`src/rtl/logic_cluster_pkg.sv`:
```
// Shared types and config-layout helpers for the logic cluster.
package logic_cluster_pkg;

    typedef enum logic [1:0] {
        ST_IDLE,
        ST_LOAD,
        ST_FULL
    } ld_state_e;

    localparam int CFG_LUT_OFF = 0;

    function automatic int cfg_width(input int k);
        return (1 << k) + 2;
    endfunction

    function automatic int cfg_total(input int n, input int k);
        return n * cfg_width(k);
    endfunction

    function automatic int cfg_add_off(input int k);
        return 1 << k;
    endfunction

    function automatic int cfg_init_off(input int k);
        return (1 << k) + 1;
    endfunction

endpackage

```
`src/rtl/logic_cluster_cell.sv`:
```
// One cluster cell: K-input LUT or 1-bit full adder, carry link, output flop.
module logic_cluster_cell
    import logic_cluster_pkg::*;
#(
    parameter int LUT_K = 4
) (
    input  logic                        clk,
    input  logic                        rst,
    input  logic [cfg_width(LUT_K)-1:0] cfg,
    input  logic [LUT_K-1:0]            li,
    input  logic                        cin,
    input  logic                        cds,
    input  logic                        qdi,
    input  logic                        qen,
    input  logic                        qsts,
    input  logic                        qrts,
    input  logic                        load_init,
    input  logic                        init_new,
    output logic                        fz,
    output logic                        cout,
    output logic                        aqz
);

    localparam int TT_W = 1 << LUT_K;
    localparam int ADD_OFF = cfg_add_off(LUT_K);
    localparam int INIT_OFF = cfg_init_off(LUT_K);

    logic [TT_W-1:0] tt;
    logic            add_mode;
    logic            a;
    logic            b;
    logic            lut_out;
    logic            d_sel;
    logic            unused_init;

    assign tt       = cfg[CFG_LUT_OFF +: TT_W];
    assign add_mode = cfg[ADD_OFF];
    assign a        = li[0];
    assign b        = li[1];
    assign lut_out  = tt[li];

    // The active INIT bit only matters at commit, where the new value is used.
    assign unused_init = cfg[INIT_OFF];

    assign fz   = add_mode ? (a ^ b ^ cin) : lut_out;
    assign cout = add_mode ? ((a & b) | ((a ^ b) & cin)) : cin;

    assign d_sel = cds ? qdi : fz;

    always_ff @(posedge clk or posedge rst) begin
        if (rst) begin
            aqz <= 1'b0;
        end else if (load_init) begin
            aqz <= init_new;
        end else if (qrts) begin
            aqz <= 1'b0;
        end else if (qsts) begin
            aqz <= 1'b1;
        end else if (qen) begin
            aqz <= d_sel;
        end
    end

endmodule

```
`src/rtl/logic_cluster.sv`:
```
// Logic cluster top: serial config loader, shadow/active config, cell array.
// Optional readback path enabled by LOGIC_CLUSTER_READBACK_EN.
module logic_cluster
    import logic_cluster_pkg::*;
#(
    parameter int NUM_CELLS = 4,
    parameter int LUT_K     = 4
) (
    input  logic                       QCK,
    input  logic                       QRT,
    input  logic [NUM_CELLS*LUT_K-1:0] LI,
    input  logic                       CI,
    input  logic [NUM_CELLS-1:0]       CDS,
    input  logic [NUM_CELLS-1:0]       QDI,
    input  logic [NUM_CELLS-1:0]       QEN,
    input  logic                       QSTS,
    input  logic                       QRTS,
    input  logic                       CFG_SI,
    input  logic                       CFG_SE,
    input  logic                       CFG_COMMIT,
    input  logic                       CFG_RB,
    output logic                       CFG_SO,
    output logic                       CFG_FULL,
    output logic                       CFG_ERR,
    output logic [NUM_CELLS-1:0]       FZ,
    output logic [NUM_CELLS-1:0]       AQZ,
    output logic                       CO
);

    localparam int W        = cfg_width(LUT_K);
    localparam int TOTAL    = cfg_total(NUM_CELLS, LUT_K);
    localparam int INIT_OFF = cfg_init_off(LUT_K);
    localparam int CW       = $clog2(TOTAL + 1);

    localparam logic [CW-1:0] CNT_LAST = CW'(TOTAL - 1);
    localparam logic [CW-1:0] CNT_ONE  = CW'(1);

    logic [TOTAL-1:0] shadow;
    logic [TOTAL-1:0] active;
    logic [CW-1:0]    cnt;
    ld_state_e        state;
    logic             cfg_err;
    logic             commit_ok;
    logic [NUM_CELLS:0] carry;

    assign commit_ok = CFG_COMMIT && (state == ST_FULL);
    assign CFG_FULL  = (state == ST_FULL);
    assign CFG_ERR   = cfg_err;

    always_ff @(posedge QCK or posedge QRT) begin
        if (QRT) begin
            shadow  <= '0;
            active  <= '0;
            cnt     <= '0;
            state   <= ST_IDLE;
            cfg_err <= 1'b0;
        end else begin
            if (CFG_SE) begin
                shadow <= {CFG_SI, shadow[TOTAL-1:1]};
            end
            if (CFG_COMMIT && !commit_ok) begin
                cfg_err <= 1'b1;
            end
            // Non-blocking copy captures the pre-shift shadow.
            if (commit_ok) begin
                active <= shadow;
            end
            unique case (state)
                ST_IDLE: begin
                    if (CFG_SE) begin
                        cnt   <= CNT_ONE;
                        state <= ST_LOAD;
                    end
                end
                ST_LOAD: begin
                    if (CFG_SE) begin
                        cnt <= cnt + CNT_ONE;
                        if (cnt == CNT_LAST) begin
                            state <= ST_FULL;
                        end
                    end
                end
                ST_FULL: begin
                    if (commit_ok) begin
                        cnt   <= CFG_SE ? CNT_ONE : '0;
                        state <= CFG_SE ? ST_LOAD : ST_IDLE;
                    end
                end
                default: begin
                    cnt   <= '0;
                    state <= ST_IDLE;
                end
            endcase
`ifdef LOGIC_CLUSTER_READBACK_EN
            if (CFG_RB && !CFG_SE && !commit_ok) begin
                shadow <= active;
                cnt    <= CW'(TOTAL);
                state  <= ST_FULL;
            end
`endif
        end
    end

`ifdef LOGIC_CLUSTER_READBACK_EN
    assign CFG_SO = shadow[0];
`else
    logic unused_rb;
    assign unused_rb = CFG_RB;
    assign CFG_SO    = 1'b0;
`endif

    assign carry[0] = CI;
    assign CO       = carry[NUM_CELLS];

    for (genvar c = 0; c < NUM_CELLS; c++) begin : g_cell
        logic cell_init;
        assign cell_init = shadow[c*W + INIT_OFF];

        logic_cluster_cell #(
            .LUT_K(LUT_K)
        ) u_cell (
            .clk      (QCK),
            .rst      (QRT),
            .cfg      (active[c*W +: W]),
            .li       (LI[c*LUT_K +: LUT_K]),
            .cin      (carry[c]),
            .cds      (CDS[c]),
            .qdi      (QDI[c]),
            .qen      (QEN[c]),
            .qsts     (QSTS),
            .qrts     (QRTS),
            .load_init(commit_ok),
            .init_new (cell_init),
            .fz       (FZ[c]),
            .cout     (carry[c+1]),
            .aqz      (AQZ[c])
        );
    end

endmodule

```
`config.mk`:
```
export PLATFORM = sky130hd
export DESIGN_NAME = logic_cluster
export DESIGN_NICKNAME = d
export VERILOG_FILES = /design/src/rtl/logic_cluster_pkg.sv /design/src/rtl/logic_cluster_cell.sv /design/src/rtl/logic_cluster.sv
export SDC_FILE = /design/constraint.sdc
export NUM_CORES = 1
export LEC_CHECK = 0
export BUFFER_PORTS_ARGS = -buffer_cell sky130_fd_sc_hd__buf_4
export CORE_MARGIN = 1.5
export CORE_UTILIZATION = 60
export CTS_CLUSTER_DIAMETER = 30
export DETAILED_ROUTE_END_ITERATION = 8
export GPL_ROUTABILITY_DRIVEN = 0
export PLACE_DENSITY_LB_ADDON = 0.15
export SLEW_MARGIN = 25
export SYNTH_ARGS = -nofsm -noshare
export SYNTH_HDL_FRONTEND = slang
export SYNTH_SLANG_ARGS = --single-unit
```
`constraint.sdc`:
```
create_clock -name QCK -period 5.2 [get_ports QCK]
set_input_delay 0.52 -clock QCK [delete_from_list [all_inputs] [get_ports QCK]]
set_output_delay 0.52 -clock QCK [all_outputs]
set_load 0.01 [all_outputs]
```
==> flow_metrics.py, run 1 <==
metrics = {
    "outcome": {
        "outcome": "finished clean",
    },
    "floorplan": {
        "die_h_um": 110,
        "placeableCoreArea_mm2": 0.0110,
        "die_x_um": 110,
        "rows": 38,
        "initial_utilization_pct": 62.3,
        "die_area_mm2": 0.0121,
        "num_io_pins": 49,
    },
    "route": {
        "post_drt_wl_per_cell_um": 15.6,
        "wl_met1_mm": 5.65,
        "drc_errors": 0,
        "dr.pass1.iters": 5,
        "dr.max_layer_used": "met4",
        "wl_met2_mm": 6.21,
        "vias_per_cell": 5.48,
        "routed_wl_mm": 12.5,
        "drtAntennaViolNets": 0,
        "wl_met3_um": 388,
        "drtIter0Drc": 256,
        "vias": 4386,
    },
    "critical_path": {
        "crit_chain": "nor2b_1 > or2_2 > fa_1 > nand2b_1 > o31ai_1 > fa_1 > mux2i_1 > fa_1 > inv_1 > a222oi_1 > buf_4",
        "slowest_delay_ps": 570,
        "crit_family": "adder cells",
        "critPathKind": "register to output port",
        "crit_fanout": 6,
        "worst-path-buf-inv": 2,
        "cpMostUsedCell": "fa_1",
        "cp_data_required_time_ps": 4680,
        "endpoint_kind": "output port",
        "arrival_ps": 3670,
        "crit_path_start_kind": "register",
        "cp_slowest_cell": "fa_1",
    },
    "yosys": {
        "ys_top_cells_by_area": "dfrtp_1 (56%), mux2_2 (12%), nand2_1 (11%), mux2i_1 (4.8%), mux4_2 (2.6%)",
        "yosysSeqAreaShare_pct": 56.3,
        "syn-num-nets": 662,
        "syn_area_per_cell_um2": 11.0,
        "synth_top_area_share_pct": 56.3,
        "yosys_warnings": 0,
        "synth.distinct_cells": 44,
        "netlist_instances": 620,
        "syn_area_mm2": 0.00685,
        "synth_edf_count": 0,
        "async_flop_share_pct": 100,
        "ys_ff_latch": 154,
        "yosysTopAreaCell": "dfrtp_1",
        "synth_ff_type": "dfrtp_1",
    },
    "global_routing": {
        "grt_pass1_vias": 4517,
        "antenna_found_initial": 0,
        "track_usage_pct": 22.7,
        "overflow": 0,
        "grt_max_degree": 110,
        "grt_pass1_wl_mm": 20.7,
    },
    "placed_design": {
        "dp_hpwl_mm": 7.80,
        "io_buffer_count": 46,
        "pre_cts_ws_ps": 1100,
    },
    "clock_network": {
        "cts_resized": 0,
        "numCtsBuffers": 17,
        "insertion_delay_ps": 420,
        "hold_buffers": 0,
        "clkSlewWorstSetupHoldPaths_ps": 60,
        "cts_setup_buffers": 0,
        "root_buffer": "clkbuf_16",
        "h-tree-depth": 4,
        "cts_tree": "built",
        "clock-sinks": 154,
        "cts_buffer_depth": 2,
    },
    "cells_and_area": {
        "layout-drive-gt1-share_pct": 25.0,
        "fin_nets": 689,
        "syn_to_final_growth_pct": 14.0,
        "finish.utilization_pct": 71.1,
        "n_antenna_cell": 0,
    },
    "power": {
        "p_clk_share_pct": 43.2,
        "p_sw_share_pct": 22.9,
        "peakVddDrop_v": 0.000295,
        "switchingPower_mw": 0.679,
        "pwr-share-comb_pct": 8.9,
        "p_int_mw": 2.28,
        "power_frac_seq_pct": 47.9,
        "p_leak_nw": 4.03,
        "p_per_area_mw_per_mm2": 379,
    },
    "sta": {
        "slew_violations": 0,
        "hold_viol": 0,
        "slew_headroom_pct": 35.2,
        "finalCritPeriodShare_pct": 80.6,
        "layout_min_cycle_time_ps": 4190,
        "max_clock_freq_mhz": 239,
        "worst_pin_slew_ps": 973,
        "rsz0062_at_grt": "no",
        "finalSetupViolations": 0,
        "fin_skew_ps": 12.3,
        "setup_tns_ps": 0,
        "setup_ws_ps": 1010,
    },
    "job": {
        "cap_violations": 0,
    },
    "min_path": {
        "hold_path.class": "input pin to asynchronous set/reset pin",
    },
}
-- worst paths after layout --
check | startpoint | end | slack [ps] | cells past startpoint
worst max-delay path | active[16] | FZ[3] | 1010 | 11
worst min-delay path | QRT | shadow[15] | 250 | 2
worst max register to register | active[16] | g_cell[3].u_cell.aqz | 1860 | 11
worst min register to register | active[37] | active[37] | 470 | 2
max in group asynchronous | QRT | shadow[10] | 3860 | 3
min in group QCK | CFG_SI | shadow[71] | 360 | 2
-- cell usage after synthesis (2+ instances only) --
| master | n |
|---|---|
| dfrtp_1 | 154 |
| buf_6 | 3 |
| o21ai_0 | 3 |
| nand3_1 | 7 |
| nor2_1 | 13 |
| and2_1 | 2 |
| nand2_1 | 207 |
| buf_4 | 9 |
| o22ai_1 | 2 |
| a21oi_1 | 8 |
| clkbuf_1 | 26 |
| mux2i_1 | 33 |
| mux2_2 | 73 |
| inv_1 | 14 |
| mux4_2 | 8 |
| xnor2_1 | 3 |
| nor2b_1 | 9 |
| nor3_1 | 10 |
| fa_1 | 4 |
| or3_1 | 2 |
| buf_2 | 2 |
| a222oi_1 | 3 |
| nand2b_1 | 2 |
| a221o_1 | 3 |
-- registers in the layout (all words and copies together) (netlist names) --
| name | flops |
|---|---|
| CFG_ERR | 1 |
| active | 68 |
| cnt | 7 |
| g_cell.u_cell.aqz | 4 |
| shadow | 72 |
| state | 2 |
-- area by class of cell --
cell class / instances / area, µm²
inverter: 14 / 60.1
tap: 140 / 175
timing repair buffer: 49 / 368
clock inverter: 12 / 173
sequential: 154 / 3850
fill: 797 / 3180
multi-input combinational: 411 / 2730
clock buffer: 20 / 447
-- stage by stage --
stage / hold slack, ps / cells / power, mW / cell area [µm²]
after detailed placement: 463 / 768 / 1.70 / 7180
after global routing: 311 / 800 / 3.08 / 7800
after floorplan: 435 / 620 / 1.61 / 6850
final: 248 / 800 / 2.96 / 7800
after global placement: 458 / 768 / 1.68 / 7180
after CTS: 349 / 800 / 2.98 / 7800
-- layer usage --
layer	GRT usage, %	vias up
met3	5.99	15
met1	28.1	2190
met4	9.65	0
met2	37.7	66
met5	0	-
li1	-	2115
-- logic make-up (layout without fill, tap and decap cells) --
logic type / count (synthesis) / after routing / share of synthesized area (%)
other: 1 / 1 / 0.0548
and+or+nand+nor: 258 / 258 / 15.4
xor gates and xnor gates: 3 / 3 / 0.384
buffers and inverters: 55 / 95 / 3.87
adders and majority gates: 5 / 5 / 1.35
AOI/OAI and AO/OA: 30 / 30 / 3.16
DFF: 154 / 154 / 56.3
muxes: 114 / 114 / 19.5
-- worst register-to-register path: cells and delay by family, from the launching register on --
| kind | cells | cell delay [ps] |
|---|---|---|
| buf+inv | 1 | 50 |
| simple gates | 3 | 610 |
| compound gates | 3 | 830 |
| mux | 1 | 140 |
| fa+ha+maj | 3 | 1220 |
| flops | 1 | 430 |
-- placed cells by master (no fill, tap or decap), types with 2 or more instances in the layout --
| master | netlist | routed |
|---|---|---|
| or3_1 | 2 | 2 |
| nand2_1 | 207 | 207 |
| a221o_1 | 3 | 3 |
| nor2b_1 | 9 | 9 |
| nor2_1 | 13 | 13 |
| o22ai_1 | 2 | 2 |
| mux2_2 | 73 | 73 |
| mux4_2 | 8 | 8 |
| buf_4 | 9 | 49 |
| mux2i_1 | 33 | 33 |
| inv_1 | 14 | 13 |
| bufinv_16 | 0 | 4 |
| nor3_1 | 10 | 10 |
| nand3_1 | 7 | 7 |
| clkbuf_1 | 26 | 2 |
| xnor2_1 | 3 | 3 |
| clkinv_2 | 0 | 4 |
| clkbuf_16 | 0 | 17 |
| o21ai_0 | 3 | 3 |
| a21oi_1 | 8 | 8 |
| clkinv_4 | 0 | 2 |
| a222oi_1 | 3 | 3 |
| clkinvlp_4 | 0 | 2 |
| nand2b_1 | 2 | 2 |
| fa_1 | 4 | 4 |
| dfrtp_1 | 154 | 154 |
-- power groups by stage --
| stage | Clock (mW) | Combinational, mW | Sequential [mW] |
|---|---|---|---|
| 2_1_floorplan | 0 | 0.208 | 1.41 |
| 3_3_place_gp | 0 | 0.252 | 1.43 |
| 4_1_cts | 1.30 | 0.269 | 1.42 |
| 6_report | 1.28 | 0.263 | 1.42 |
| 5_1_grt | 1.35 | 0.294 | 1.43 |
| 3_5_place_dp | 0 | 0.265 | 1.44 |
(Power assumes the default switching activity.)
==> run 2: changes to the inputs <==
CORE_UTILIZATION = 54   (was 60)
clock period = 3.39 ns   (was 5.2 ns; I/O delays follow)
==> flow_metrics.py, run 2 (synthesized netlist as in run 1, its figures left out) <==
metrics = {
    "outcome": {
        "outcome": "complete, but fails checks",
        "violations": "negative setup slack",
    },
    "global_routing": {
        "track_usage_pct": 21.5,
        "grt_pass1_wl_mm": 22.0,
        "grt_max_degree": 69,
        "grt_pass1_vias": 4651,
        "antenna_found_initial": 0,
        "overflow": 0,
    },
    "floorplan": {
        "die_x_um": 116,
        "initial_utilization_pct": 56.1,
        "placeableCoreArea_mm2": 0.0122,
        "num_io_pins": 49,
        "rows": 40,
        "die_area_mm2": 0.0134,
        "die_h_um": 116,
    },
    "placed_design": {
        "placed_area_mm2": 0.00734,
        "dp_hpwl_mm": 8.27,
        "io_buffer_count": 46,
        "dp.cells": 808,
    },
    "cells_and_area": {
        "final_cell_area_mm2": 0.00809,
        "layout-drive-gt1-share_pct": 28.1,
        "layout.cells.non_filler": 845,
        "syn_to_final_growth_pct": 18.1,
        "mostFrequentLayoutCell": "nand2_1",
        "largest_register": "shadow",
        "largestRegisters": "shadow (72), active (68), cnt (7)",
        "finish.utilization_pct": 66.2,
        "largest_register_ffs": 72,
        "n_antenna_cell": 0,
        "multi_input_area_mm2": 0.00278,
        "fin_nets": 706,
        "layout_common_cells": "nand2_1 (207), dfrtp_1 (154), mux2_2 (73)",
        "fillerInstances": 970,
        "register_area_mm2": 0.00385,
    },
    "sta": {
        "fin_skew_ps": 6.28,
        "hold_viol": 0,
        "max_clock_freq_mhz": 279,
        "rsz0062_at_grt": "yes",
        "finalCritPeriodShare_pct": 106,
        "layout_min_cycle_time_ps": 3580,
        "slew_violations": 0,
        "setup_ws_ps": -190,
        "finalSetupViolations": 1,
        "slew_headroom_pct": 50.3,
        "worst_pin_slew_ps": 746,
    },
    "clock_network": {
        "clkSlewWorstSetupHoldPaths_ps": 60,
        "cts_buffer_depth": 2,
        "numCtsBuffers": 17,
        "h-tree-depth": 4,
        "insertion_delay_ps": 420,
        "cts_tree": "built",
        "root_buffer": "clkbuf_16",
        "clock-sinks": 154,
    },
    "min_path": {
        "hold_path.class": "input pin to register",
    },
    "route": {
        "post_drt_wl_per_cell_um": 15.3,
        "vias": 4477,
        "routed_wl_mm": 13.0,
        "vias_per_cell": 5.30,
        "drtIter0Drc": 268,
        "dr.pass1.iters": 6,
        "drc_errors": 0,
        "drtAntennaViolNets": 0,
    },
    "job": {
        "cap_violations": 0,
    },
    "critical_path": {
        "crit_fanout": 3,
        "cp_data_required_time_ps": 3050,
        "arrival_ps": 3240,
        "crit_path_start_kind": "register",
        "endpoint_kind": "output port",
        "critPathKind": "register to output port",
    },
    "power": {
        "p_per_area_mw_per_mm2": 577,
        "power_mw": 4.66,
        "p_leak_nw": 4.15,
        "peakVddDrop_v": 0.000448,
    },
}
## run 2: cell types whose count changed in the layout (fill, tap and decap cells not counted), moves of 2 or more
cell / before / now
buf_4: 49 / 62
buf_12: 0 / 3
clkbuf_1: 2 / 0
clkinv_4: 2 / 4
fa_1: 4 / 2
fa_2: 0 / 2
nor2b_1: 9 / 7
## run 2: final cells by class
class                           instances  area share (%)
Multi-Input combinational cell        411            34.4
Sequential cell                       154            47.7
Clock buffer                           17            5.26
Clock inverter                         15            2.77
Tap cell                              168            2.60
Timing Repair Buffer                   66            6.62
Inverter                               14           0.696
## run 2: path summary, 6_finish.rpt
kind,startpoint,end,slack (ps),cells after the start
setup / recovery,active[16],FZ[3],-190,11
hold / removal,CFG_SI,shadow[71],150,2
setup reg to reg,active[16],g_cell[3].u_cell.aqz,400,12
hold reg to reg,active[40],active[40],470,2
max in group asynchronous,QRT,cnt[6],2050,5
min in group asynchronous,QRT,shadow[69],510,3
## run 2: layer usage
metal | vias to the layer above | share of wire [%] | GRT usage [%]
met1 | 2245 | 45 | 28.0
li1 | 2142 | - | -
met4 | 0 | 1.3 | 7.00
met2 | 76 | 49 | 35.6
met5 | - | 0 | 0
met3 | 14 | 3.8 | 5.65
## run 2: repair_timing
action	in CTS	in global routing
endpoints found under the setup margin	2	2
hold buffers	1	0
resized for setup	10	1
endpoints found under the hold margin	19	0
buffers inserted	3	1
pin swaps	3	3
## run 2: worst max-delay path: stages, from the launching register on
cell      delay (ps)
dfrtp_1          390
nor2b_4          130
or2_4            240
fa_2             330
nand2b_4         160
o31ai_4           80
fa_2             280
mux2i_4           90
fa_1             490
inv_1             40
a222oi_1         390
buf_4            190
## run 2: power breakdown
part	switching [mW]	total, mW	internal, mW	leakage, nW
clock	0.752	2.06	1.31	0.313
sequential	0.153	2.18	2.03	2.08
combinational	0.186	0.426	0.240	1.76
## run 2: stage by stage
| step | TNS [ps] | hold WS, ps | worst slack, ps |
|---|---|---|---|
| 4_1_cts | -238 | 133 | -238 |
| 6_report | -190 | 152 | -190 |
| 3_5_place_dp | -324 | 400 | -244 |
| 2_1_floorplan | 0 | 435 | 102 |
| 5_1_grt | -354 | 137 | -354 |
| 3_3_place_gp | -243 | 449 | -209 |
==> run 3: changes to the inputs <==
RECOVER_POWER = 100   (was default)
==> flow_metrics.py, run 3 (synthesized netlist as in run 1, its figures left out) <==
metrics = {
    "placed_design": {
        "dp_hpwl_mm": 8.27,
        "io_buffer_count": 46,
        "placed_area_mm2": 0.00734,
        "pre_cts_ws_ps": -244,
    },
    "min_path": {
        "hold_path.class": "input pin to register",
        "hold_depth": 2,
    },
    "critical_path": {
        "worst-path-buf-inv": 2,
        "critPathKind": "register to output port",
        "cpMostUsedCell": "fa_2",
        "arrival_ps": 3240,
        "cp_slowest_cell": "fa_1",
        "crit_chain": "nor2b_4 > or2_4 > fa_2 > nand2b_4 > o31ai_4 > fa_2 > mux2i_4 > fa_1 > inv_1 > a222oi_1 > buf_4",
        "crit_family": "adder cells",
        "crit_path_start_kind": "register",
        "crit_fanout": 3,
        "cp_data_required_time_ps": 3050,
        "r2r_cells": 5,
        "slowest_delay_ps": 490,
        "cp.depth": 11,
        "endpoint_kind": "output port",
    },
    "route": {
        "routed_wl_mm": 13.0,
        "drc_errors": 0,
        "post_drt_wl_per_cell_um": 15.4,
        "drtAntennaViolNets": 0,
        "drtIter0Drc": 291,
        "vias_per_cell": 5.33,
        "dr.pass1.iters": 5,
        "vias": 4504,
    },
    "power": {
        "p_clk_share_pct": 44.3,
        "pwr-share-comb_pct": 9.0,
        "p_per_area_mw_per_mm2": 583,
        "switchingPower_mw": 1.09,
        "p_int_mw": 3.56,
        "p_sw_share_pct": 23.5,
        "power_frac_seq_pct": 46.7,
        "p_leak_nw": 4.09,
        "peakVddDrop_v": 0.000447,
    },
    "clock_network": {
        "cts_buffer_depth": 2,
        "clkSlewWorstSetupHoldPaths_ps": 60,
        "cts_tree": "built",
        "numCtsBuffers": 17,
        "insertion_delay_ps": 420,
        "h-tree-depth": 4,
        "clock-sinks": 154,
        "root_buffer": "clkbuf_16",
    },
    "floorplan": {
        "num_io_pins": 49,
        "die_x_um": 116,
        "placeableCoreArea_mm2": 0.0122,
        "rows": 40,
        "initial_utilization_pct": 56.1,
        "die_h_um": 116,
        "die_area_mm2": 0.0134,
    },
    "sta": {
        "slew_violations": 108,
        "rsz0062_at_grt": "yes",
        "fin_skew_ps": 8.21,
        "worst_pin_slew_ps": 2000,
        "max_clock_freq_mhz": 280,
        "slew_headroom_pct": -33.1,
        "hold_viol": 0,
        "finalSetupViolations": 1,
        "layout_min_cycle_time_ps": 3580,
        "setup_tns_ps": -187,
        "setup_ws_ps": -187,
        "finalCritPeriodShare_pct": 106,
    },
    "global_routing": {
        "grt_max_degree": 69,
        "antenna_found_initial": 0,
        "grt_pass1_vias": 4651,
        "overflow": 0,
        "grt_pass1_wl_mm": 22.0,
        "track_usage_pct": 21.5,
    },
    "cells_and_area": {
        "final_cell_area_mm2": 0.00799,
        "fillerInstances": 989,
        "largestRegisters": "shadow (72), active (68), cnt (7)",
        "n_antenna_cell": 0,
        "finish.utilization_pct": 65.5,
        "largest_register_ffs": 72,
        "fin_nets": 706,
        "mostFrequentLayoutCell": "nand2_1",
        "syn_to_final_growth_pct": 16.8,
        "layout_common_cells": "nand2_1 (207), dfrtp_1 (154), mux2_2 (73)",
        "layout-drive-gt1-share_pct": 26.4,
        "largest_register": "shadow",
    },
    "job": {
        "cap_violations": 3,
    },
    "outcome": {
        "outcome": "complete, but fails checks",
        "violations": "max-capacitance violations, max-slew violations, negative setup slack",
    },
}
run 3: worst register-to-register path, cell delays in order (launching register included):
cell and delay, ps:
dfrtp_1 470, nor2b_1 250, and2_0 1510, clkbuf_4 710
o2bb2ai_1 170, a31o_2 120
run 3: per-layer routing:
metal / GRT usage [%] / vias up / share of wire [%]
met3: 5.65 / 13 / 3.6
met1: 28.0 / 2264 / 46
met4: 7.00 / 0 / 1.2
li1: - / 2138 / -
met2: 35.6 / 89 / 49
met5: 0 / - / 0
run 3: path summary, 6_finish.rpt:
check                                start  slack, ps                   end
max in group asynchronous              QRT        530                cnt[6]
worst min register to register  active[40]        470            active[40]
worst max register to register    state[1]        110  g_cell[2].u_cell.aqz
min in group asynchronous              QRT        610            shadow[69]
worst max-delay path            active[16]       -190                 FZ[3]
worst min-delay path                CFG_SI        150            shadow[71]
run 3: layout make-up:
class	instances	area, µm²	share of cell area [%]
clock buffers	17	425	5.32
multi-input cells	411	2780	34.8
repair buffers	66	448	5.60
inverters	14	53.8	0.673
flip-flops and latches	154	3850	48.2
well taps	168	210	2.63
clock inverters	15	224	2.80
run 3: what timing repair did:
action,CTS,global route
buffers inserted,3,1
endpoints found under the setup margin,2,2
pin swaps,3,3
endpoints found under the hold margin,19,0
hold buffers,1,0
gates resized for setup,10,1
run 3: stage by stage:
stage	hold slack [ps]	total power, mW	instances
finish	151	4.66	845
global route	138	4.84	845
CTS	133	4.70	844
detailed placement	400	2.62	808
global placement	449	2.59	807
floorplan	435	2.48	620
run 3: power groups by stage:
stage	registers, mW	clock network (mW)	logic, mW
after floorplan	2.16	0	0.320
after global placement	2.19	0	0.398
after detailed placement	2.20	0	0.421
after CTS	2.17	2.09	0.434
after global routing	2.20	2.17	0.467
final	2.18	2.06	0.418
